### src/rtl/compres_4to2_accum.sv
// Packet accumulator for four operands per beat. A row of 4:2 compressor cells builds a
// carry-save pair (stage 1), which is resolved and summed over the packet (stage 2).
module compres_4to2_accum #(
  parameter int WIDTH = 8,
  parameter int ACC_W = 16,
  parameter int CNT_W = 8
) (
  input  logic             clk,
  input  logic             rst_n,
  input  logic             in_valid,
  output logic             in_ready,
  input  logic [WIDTH-1:0] in_a,
  input  logic [WIDTH-1:0] in_b,
  input  logic [WIDTH-1:0] in_c,
  input  logic [WIDTH-1:0] in_d,
  input  logic             in_last,
  output logic             out_valid,
  input  logic             out_ready,
  output logic [ACC_W-1:0] out_data,
  output logic [CNT_W-1:0] out_beats,
  output logic             out_ovf
);

  generate
    if (ACC_W < WIDTH + 2) begin : g_acc_w_check
      $error("compres_4to2_accum: ACC_W must be >= WIDTH+2");
    end
  endgenerate

  typedef enum logic [0:0] {
    ST_IDLE  = 1'b0,
    ST_ACCUM = 1'b1
  } state_t;

  // One 4:2 cell: returns {cout_ext, cout_int, sum}.
  function automatic logic [2:0] cell_4to2(input logic a, input logic b, input logic c,
                                           input logic d, input logic cin);
    logic s1;
    s1 = a ^ b ^ c;
    return {(a & b) | (a & c) | (b & c), (s1 & d) | (s1 & cin) | (d & cin), s1 ^ d ^ cin};
  endfunction

  logic             stall_s;
  logic             accept_s;
  logic [WIDTH-1:0] sum_s;
  logic [WIDTH-1:0] cint_s;
  logic             cext_top_s;
  logic [WIDTH+1:0] beatsum_s;
  logic [ACC_W-1:0] beat_ext_s;
  logic [ACC_W:0]   acc_next_s;
  logic [CNT_W-1:0] cnt_inc_s;

  logic             s1_valid_r;
  logic             s1_last_r;
  logic [WIDTH-1:0] s1_s_r;
  logic [WIDTH:0]   s1_k_r;
  logic             s1_e_r;

  state_t           state_r;
  logic [ACC_W-1:0] acc_r;
  logic [CNT_W-1:0] cnt_r;
  logic             ovf_r;
  logic             out_valid_r;

  assign stall_s  = out_valid_r & ~out_ready;
  assign accept_s = in_valid & ~stall_s;
  assign in_ready = ~stall_s;

  // Compressor row; cout_ext ripples only one position into the next cell's cin.
  always_comb begin
    logic       cin_v;
    logic [2:0] cell_v;
    sum_s  = {WIDTH{1'b0}};
    cint_s = {WIDTH{1'b0}};
    cin_v  = 1'b0;
    for (int i = 0; i < WIDTH; i++) begin
      cell_v    = cell_4to2(in_a[i], in_b[i], in_c[i], in_d[i], cin_v);
      sum_s[i]  = cell_v[0];
      cint_s[i] = cell_v[1];
      cin_v     = cell_v[2];
    end
    cext_top_s = cin_v;
  end

  assign beatsum_s  = {2'b00, s1_s_r} + {1'b0, s1_k_r} + {1'b0, s1_e_r, {WIDTH{1'b0}}};
  assign beat_ext_s = ACC_W'(beatsum_s);
  assign acc_next_s = {1'b0, acc_r} + {1'b0, beat_ext_s};
  assign cnt_inc_s  = (cnt_r == {CNT_W{1'b1}}) ? cnt_r : cnt_r + CNT_W'(1'b1);

  // Stage 1: capture the carry-save pair of an accepted beat.
  always_ff @(posedge clk or negedge rst_n) begin
    if (!rst_n) begin
      s1_valid_r <= 1'b0;
      s1_last_r  <= 1'b0;
      s1_s_r     <= {WIDTH{1'b0}};
      s1_k_r     <= {(WIDTH+1){1'b0}};
      s1_e_r     <= 1'b0;
    end else if (!stall_s) begin
      s1_valid_r <= accept_s;
      s1_last_r  <= in_last;
      s1_s_r     <= sum_s;
      s1_k_r     <= {cint_s, 1'b0};
      s1_e_r     <= cext_top_s;
    end else begin
      s1_valid_r <= s1_valid_r;
    end
  end

  // Stage 2: resolve and accumulate; acc_r doubles as the held output register.
  always_ff @(posedge clk or negedge rst_n) begin
    if (!rst_n) begin
      state_r     <= ST_IDLE;
      acc_r       <= {ACC_W{1'b0}};
      cnt_r       <= {CNT_W{1'b0}};
      ovf_r       <= 1'b0;
      out_valid_r <= 1'b0;
    end else if (!stall_s) begin
      out_valid_r <= s1_valid_r & s1_last_r;
      if (s1_valid_r) begin
        case (state_r)
          ST_ACCUM: begin
            acc_r <= acc_next_s[ACC_W-1:0];
            cnt_r <= cnt_inc_s;
            ovf_r <= ovf_r | acc_next_s[ACC_W];
          end
          default: begin
            acc_r <= beat_ext_s;
            cnt_r <= CNT_W'(1'b1);
            ovf_r <= 1'b0;
          end
        endcase
        state_r <= s1_last_r ? ST_IDLE : ST_ACCUM;
      end else begin
        state_r <= state_r;
      end
    end else begin
      out_valid_r <= out_valid_r;
    end
  end

  assign out_valid = out_valid_r;
  assign out_data  = acc_r;
  assign out_beats = cnt_r;
  assign out_ovf   = ovf_r;

endmodule

### config.mk
export PLATFORM = sky130hd
export DESIGN_NAME = compres_4to2_accum
export DESIGN_NICKNAME = d
export VERILOG_FILES = /design/src/rtl/compres_4to2_accum.sv
export SDC_FILE = /design/constraint.sdc
export NUM_CORES = 1
export LEC_CHECK = 0
export ABC_AREA = 1
export BUFFER_PORTS_ARGS = -buffer_cell sky130_fd_sc_hd__buf_2
export CAP_MARGIN = 30
export CORE_ASPECT_RATIO = 0.5
export CORE_MARGIN = 2
export CORE_UTILIZATION = 25
export DETAILED_ROUTE_END_ITERATION = 6
export SYNTH_ARGS = -nofsm -noshare
export SYNTH_HDL_FRONTEND = slang
export SYNTH_SLANG_ARGS = --single-unit
### constraint.sdc
create_clock -name clk -period 3.5 [get_ports clk]
set_input_delay 0.175 -clock clk [delete_from_list [all_inputs] [get_ports clk]]
set_output_delay 0.175 -clock clk [all_outputs]
set_load 0.05 [all_outputs]
==> results by group, run 1 <==
Run status
  – Status: complete, no violations

Route
  – Metal2 WL: approximately 3400 µm
  – Detailed-route wire length per cell: approximately 11 µm
  – Residual DRC: 0
  – Via density: around 4.1
  – Routed vias: approximately 3,000
  – Wirelength, routed: 7740 µm
  – Top sig layer: met4
  – Initial DRC Count: 89
  – Final ANT Viol Nets: 0
  – Wl on met1: approximately 4000 µm
  – Pre-antenna DRT Iters: 4
  – Met3 wire len: about 220 µm

Logic synthesis
  – Synthesized area: 3520 µm²
  – Largest cells by area after synthesis: dfrtp_1 (33%), nand2_1 (17%), fa_1 (9.7%)
  – Post-synth top area cell: dfrtp_1
  – Area share of the largest cell type after synthesis: 32.7%
  – FF+latch count, synth: 46
  – Number of distinct library cells after synthesis: 35
  – Net Count, Synth: roughly 530
  – Ys Warns: 0
  – Syn Area/Cell: roughly 7.7 µm²
  – Post-Synthesis Cells: 459
  – Post-synthesis sequential area ratio: approximately 33%

Global route
  – Vias in the first global route: between 3,000 and 4,000
  – Largest net degree at the start of global routing: 25
  – Total overflow reported by the global router: 0
  – First-pass GRT wire length: between 10,000 and 15,000 µm
  – Initial antenna violation count: 0
  – GRT Total Usage: a little under an eighth

STA
  – Final Critical Period: 2.61 ns
  – FMAX: 383 MHz
  – Setup TNS: 0 ns
  – Final Skew: ~0.0042 ns
  – Unrepaired setup endpoints after global routing: no
  – Worst Tran Pin Value: approximately 0.55 ns
  – Final hold violations: 0
  – Relative slew slack: between 60 and 70%
  – Period utilization: roughly three quarters
  – Hold Slack: 0.0948 ns
  – Setup violators final: 0
  – Pins over their slew limit: 0

Worst setup path
  – Critical path buffers and inverters: 1
  – WS Path Type: reg2reg
  – WP data arrival: ~2.8 ns
  – Worst path top cell family by delay: adder cells
  – CP endpoint kind: flip-flop
  – Max stage delay on crit path: 0.43 ns
  – Critical Path Source: s1_s_r[1]
  – CP most frequent cell: nand2_1
  – Critical path's slowest cell: fa_1
  – Worst path required time: ~3.7 ns
  – Worst path cell trace: ha_1 -> fa_1 -> nand2_1 -> nand2_1 -> nand2_1 -> nand2_1 -> ha_1 -> nand2_2 -> inv_1 -> a22oi_1 -> nand3_2 -> nand2_2 -> nand2_1 -> nand2_1 -> nor2_2
  – Critical Path Start Type: flip-flop
  – Worst flop-to-flop path startpoint: s1_s_r[1]
  – Crit Path Max Fanout: 5

CTS
  – Post_cts resized: 0
  – Total CTS buffers: 5
  – H-tree depth: 2
  – Post-CTS Setup Repair Bufs: 0
  – Clock Tree Buf Depth: 2
  – CTS Sinks: 46
  – Clk root buf: clkbuf_16
  – CTS clk-pin slew, worst paths: around 0.06 ns
  – CTS tree: done
  – Skew-Pair Late Insertion Delay: between 0.2 and 0.3 ns

Placement
  – HPWL Detailed: 6190 µm
  – Port bufs: between 60 and 70
  – Placed inst area: 4060 µm²
  – Placed cells: 707
  – Placer Congestion: between 0.8 and 0.9

Floorplanning
  – Initial Utilization: around 26%
  – Die H: a little under 90 µm
  – Die footprint: around 15,000 µm²
  – Core area: 13,700 µm²
  – Rows: 30
  – IO Count: 64
  – Die width: roughly 170 µm

Min path
  – Hold Crit Class: in2reg
  – Min-Delay Startpoint: in_valid

Pwr
  – Pwr per Cell Area: between 800 and 900 nW/µm²
  – Worst vdd ir: 0.225 mV
  – P_leak: 2.25 nW

Final layout
  – Commonest non-fill, non-tap cell in the layout: nand2_1
  – Most frequent cells in the layout: nand2_1 (156), buf_2 (63), inv_1 (56)
  – Final Instance Area: 4270 µm²
  – Final cell count without fillers: ~720
  – ANT cells: 0
  – Fill count: approximately 1,500
  – Share of layout cells above drive strength 1: a little under a quarter
  – P&R area growth vs syn: 21.1%
  – Nets: slightly below 600

Flow run
  – Max-cap viol count: 0
final timing paths:
path	endpoint	slack [ns]	cells after the start
min	s1_valid_r	0.09	3
min reg2reg	s1_k_r[7]	0.48	2
max reg2reg	out_data[15]	0.89	15
min in group asynchronous	s1_s_r[3]	0.41	2
max	out_data[15]	0.89	15
max in group asynchronous	out_beats[7]	2.57	3
what timing repair did:
| action | CTS | global route |
|---|---|---|
| hold buffers | 1 | 0 |
| endpoints found under the setup margin | 0 | 0 |
| endpoints found under the hold margin | 22 | 0 |
sequential cells by signal, summed over array words and instances (netlist names), 8 cells and up:
signal and cells:
out_beats 8, out_data 16, s1_s_r 8, s1_k_r 8
Yosys cell counts, drive strengths merged:
| library cell | n |
|---|---|
| xnor2 | 4 |
| o21ai | 18 |
| nor2 | 29 |
| a21oi | 17 |
| inv | 64 |
| ha | 20 |
| nor3 | 6 |
| nand3 | 45 |
| nand2 | 171 |
| a22oi | 1 |
| nand4 | 3 |
| fa | 17 |
| or2 | 3 |
| o21bai | 1 |
| a21o | 1 |
| dfrtp | 46 |
| a31oi | 2 |
| buf | 9 |
| nand3b | 1 |
| xor2 | 1 |
cell type report:
| type | count | area, µm² | area share, % |
|---|---|---|---|
| inverters | 64 | 245 | 5.75 |
| repair buffers | 66 | 353 | 8.27 |
| clock inverters | 2 | 60.1 | 1.41 |
| clock buffers | 6 | 139 | 3.26 |
| flip-flops and latches | 46 | 1150 | 27.0 |
| multi-input cells | 340 | 2080 | 48.7 |
| well taps | 192 | 240 | 5.63 |
report_power, final:
| part | switching, mW | internal (mW) | leakage [nW] |
|---|---|---|---|
| clock network | 0.201 | 0.429 | 0.0971 |
| logic | 1.54 | 0.765 | 1.57 |
| registers | 0.120 | 0.670 | 0.576 |
| total | 1.86 | 1.86 | 2.25 |
cell families (layout without fill, tap and decap cells):
logic type	after synthesis	count (layout)	share of synthesized area (%)
AND/OR/NAND/NOR	258	258	34.3
buffers and inverters	73	138	8.32
flip-flops	46	46	32.7
AO/OA/AOI/OAI	40	40	6.72
adder cells (fa/ha/maj)	37	37	16.8
XOR/XNOR	5	5	1.24
routing by layer:
metal	vias up	GRT usage [%]
met4	0	5.04
met5	-	0
met3	13	2.12
li1	1566	-
met2	55	18.7
met1	1333	15.2
tightest hold or removal path, stage by stage:
cell and delay (ns):
buf_2 0.08, nand2_1 0.04, o21ai_1 0.06
stage by stage:
stage	worst slack, ns	utilization, %	power (mW)
2_1_floorplan	1.12	-	2.63
3_3_place_gp	0.956	29.5	3.08
3_5_place_dp	0.910	29.7	3.12
4_1_cts	0.894	31.2	3.76
5_1_grt	0.593	31.2	4.13
6_report	0.888	31.2	3.72
(Power assumes the default switching activity.)
==> run 2: changes to the inputs <==
- ABC_AREA: 1 -> 0
- clock period: 3.5 -> 2.6 ns (I/O delays scaled with it)
==> results by group, run 2 <==
Worst setup path
  – Critical Path Start Type: flip-flop
  – Worst path required time: 2.77 ns (-0.91 ns)
  – Critical path's slowest cell: dfrtp_1
  – WP data arrival: 3.22 ns (+0.42 ns)
  – Max stage delay on crit path: 0.42 ns (about the same)
  – Worst path cell trace: ha_4 -> fa_2 -> a21oi_4 -> o211ai_1 -> a21oi_1 -> xnor2_1 -> ha_1 -> a21o_2 -> a21oi_4 -> o221ai_4 -> nand3_2 -> mux2_4 -> a22o_1
  – Worst path top cell family by delay: compound AO/OA/AOI/OAI gates
  – CP endpoint kind: flip-flop
  – Critical Path Stages: 13 (-2)
  – Crit Path Max Fanout: 4 (-1)
  – CP most frequent cell: a21oi_4
  – WS Path Type: reg2reg
  – R2r worst-path depth: 13 (-2)
  – Critical path buffers and inverters: 0 (-1)

Final layout
  – Fill count: 1,196 (-20%)
  – P&R area growth vs syn: 39.5%
  – Finished Core Util: 36.2% (+5.0 points)
  – Share of layout cells above drive strength 1: 36.8% (+13 points)
  – ANT cells: 0 (unchanged)
  – Nets: 510 (-15%)
  – Commonest non-fill, non-tap cell in the layout: nand2_1
  – Largest register FFs: 16 (unchanged)
  – Most frequent cells in the layout: nand2_1 (71), buf_2 (63), buf_4 (48)

Route
  – Final ANT Viol Nets: 0 (unchanged)
  – Pre-antenna DRT Iters: 4 (unchanged)
  – Routed vias: 2,612 (-12%)
  – Wirelength, routed: 7450 µm (-3.7%)
  – Residual DRC: 0 (unchanged)
  – Via density: 4.34 (+4.7%)
  – Detailed-route wire length per cell: 12.4 µm (+15%)
  – Initial DRC Count: 102 (+15%)

Global route
  – Total overflow reported by the global router: 0 (unchanged)
  – Initial antenna violation count: 0 (unchanged)
  – First-pass GRT wire length: 12,500 µm (-9.3%)
  – Largest net degree at the start of global routing: 31 (+24%)
  – GRT Total Usage: 11.7% (+0.19 points)
  – Vias in the first global route: 2,607 (-14%)

Placement
  – Placer Congestion: 0.878 (+1.6%)
  – Worst slack, placed: -0.475 ns (-1.38 ns)
  – HPWL Detailed: 5560 µm (-10%)
  – Port bufs: 63 (unchanged)

Logic synthesis
  – Area share of the largest cell type after synthesis: 37.1% (+4.4 points)
  – Largest cells by area after synthesis: dfrtp_1 (37%), fa_1 (11%), nand2_1 (9.0%)
  – Fraction of registers with async set/reset: 100% (unchanged)
  – Ys Warns: 0 (unchanged)
  – Synthesized area: 3100 µm² (-12%)
  – Net Count, Synth: 398 (-25%)
  – Post-synth top area cell: dfrtp_1
  – EDFF count, synth: 0 (unchanged)
  – Number of distinct library cells after synthesis: 48 (+37%)
  – Top FF cell, synth: dfrtp_1
  – Syn Area/Cell: 9.58 µm² (+25%)
  – Post-Synthesis Cells: 324 (-29%)
  – FF+latch count, synth: 46 (unchanged)
  – Most frequent cell after synthesis: nand2_1
  – Top cells by count, synth: nand2_1 (74), dfrtp_1 (46), nor2_1 (25)
  – Post-synthesis sequential area ratio: 37.1% (+4.4 points)

Pwr
  – P_leak: 2.15 nW (-4.2%)
  – Pwr per Cell Area: 1480 nW/µm² (+69%)
  – Worst vdd ir: 0.676 mV (+200%)

STA
  – Final Critical Period: 3.05 ns (+0.439 ns)
  – Final Skew: 0.00842 ns (+0.00427 ns)
  – Setup violators final: 12 (+12)
  – Final worst slack: -0.450 ns (-1.34 ns)
  – Period utilization: 117% (+43 points)
  – Unrepaired setup endpoints after global routing: yes
  – FMAX: 328 MHz (-14%)
  – Worst Tran Pin Value: 0.897 ns (+0.351 ns)
  – Setup TNS: -3.92 ns (-3.92 ns)
  – Pins over their slew limit: 0 (unchanged)
  – Relative slew slack: 39.9% (-24 points)
  – Final hold violations: 0 (unchanged)

Min path
  – Hold Crit Class: in2reg
  – Hold path depth: 3 (unchanged)

CTS
  – Clock Tree Buf Depth: 2 (unchanged)
  – CTS clk-pin slew, worst paths: 0.07 ns (about the same)
  – CTS Sinks: 46 (unchanged)
  – Clk root buf: clkbuf_16
  – H-tree depth: 2 (unchanged)
  – CTS tree: done
  – Total CTS buffers: 5 (unchanged)
  – Skew-Pair Late Insertion Delay: 0.28 ns (about the same)

Floorplanning
  – IO Count: 64 (unchanged)
  – Core area: 11,900 µm² (-13%)
  – Die H: 82.8 µm (-5.8%)
  – Initial Utilization: 26.0% (+0.20 points)
  – Rows: 28 (-6.7%)
  – Die width: 162 µm (-6.0%)
  – Die footprint: 13,400 µm² (-11%)

Run status
  – Status: finished, violations left
  – Failing checks: setup timing

Flow run
  – Max-cap viol count: 0 (unchanged)
-- run 2: changes by cell type after synthesis, sizes merged, moves of 3 or more --
cell,before,now
nor3,6,1
o21a,0,4
nand3,45,10
clkbuf,0,5
mux2i,0,5
a21o,1,7
xnor2,4,8
inv,64,12
a221o,0,3
and3,0,6
nor2,29,25
xor2,1,9
or2,3,0
nand2,171,74
-- run 2: cell families (layout without fill, tap and decap cells) --
| kind of cell | after synthesis | after routing | synth area share, % |
|---|---|---|---|
| compound gates | 71 | 71 | 16.1 |
| xor+xnor | 17 | 17 | 4.80 |
| fa+ha+maj | 37 | 37 | 19.0 |
| buf+inv | 24 | 137 | 3.95 |
| flops | 46 | 46 | 37.1 |
| mux | 6 | 6 | 2.10 |
| simple gates | 123 | 123 | 16.9 |
-- run 2: timing repair --
| action | CTS | global route |
|---|---|---|
| setup endpoints to repair | 12 | 13 |
| gates resized for setup | 19 | 13 |
| setup buffers | 9 | 3 |
| hold buffers | 1 | 0 |
| pin swaps | 25 | 19 |
| hold endpoints to repair | 16 | 0 |
-- run 2: per-stage QoR --
stage,power [mW],cells,hold slack [ns],cell area (µm²)
final,6.40,602,0.0546,4330
after global routing,6.96,602,0.0654,4330
after CTS,6.12,599,0.0565,4220
after detailed placement,4.91,581,0.106,3890
after global placement,4.87,580,0.346,3870
after floorplan,3.65,324,-0.166,3130
-- run 2: tightest hold or removal path, delay by kind of cell --
| family | cells | cell delay [ns] |
|---|---|---|
| AND/OR/NAND/NOR | 2 | 0.09 |
| buffers and inverters | 1 | 0.08 |
-- run 2: metal layers --
layer | routed length, µm | up-vias | GRT usage, %
met1 | 3790 | 1236 | 15.7
met4 | 85 | 0 | 2.68
met2 | 3440 | 29 | 20.2
met5 | 0 | - | 0
met3 | 136 | 7 | 1.84
li1 | - | 1340 | -
-- run 2: power by group --
part / internal [mW] / total, mW / switching (mW)
Clock: 0.411 / 0.676 / 0.266
Combinational: 2.22 / 4.59 / 2.37
Sequential: 0.928 / 1.13 / 0.201
-- run 2: path summary, 6_finish.rpt --
kind,slack (ns),from,endpoint
setup / recovery,-0.45,s1_s_r[1],out_data[12]
setup reg to reg,-0.45,s1_s_r[1],out_data[12]
min in group asynchronous,0.33,rst_n,s1_k_r[3]
max in group asynchronous,1.75,rst_n,out_beats[3]
hold / removal,0.05,in_last,s1_last_r
hold reg to reg,0.47,s1_last_r,s1_last_r
-- run 2: final cells by class --
type                            count  area, µm²  share of cell area [%]
Clock buffer                        7        153                    3.53
Clock inverter                      1       8.76                   0.202
Inverter                           12       45.0                    1.04
Multi-Input combinational cell    254       2010                    46.5
Sequential cell                    46       1150                    26.6
Tap cell                          165        206                    4.77
Timing Repair Buffer              117        751                    17.3
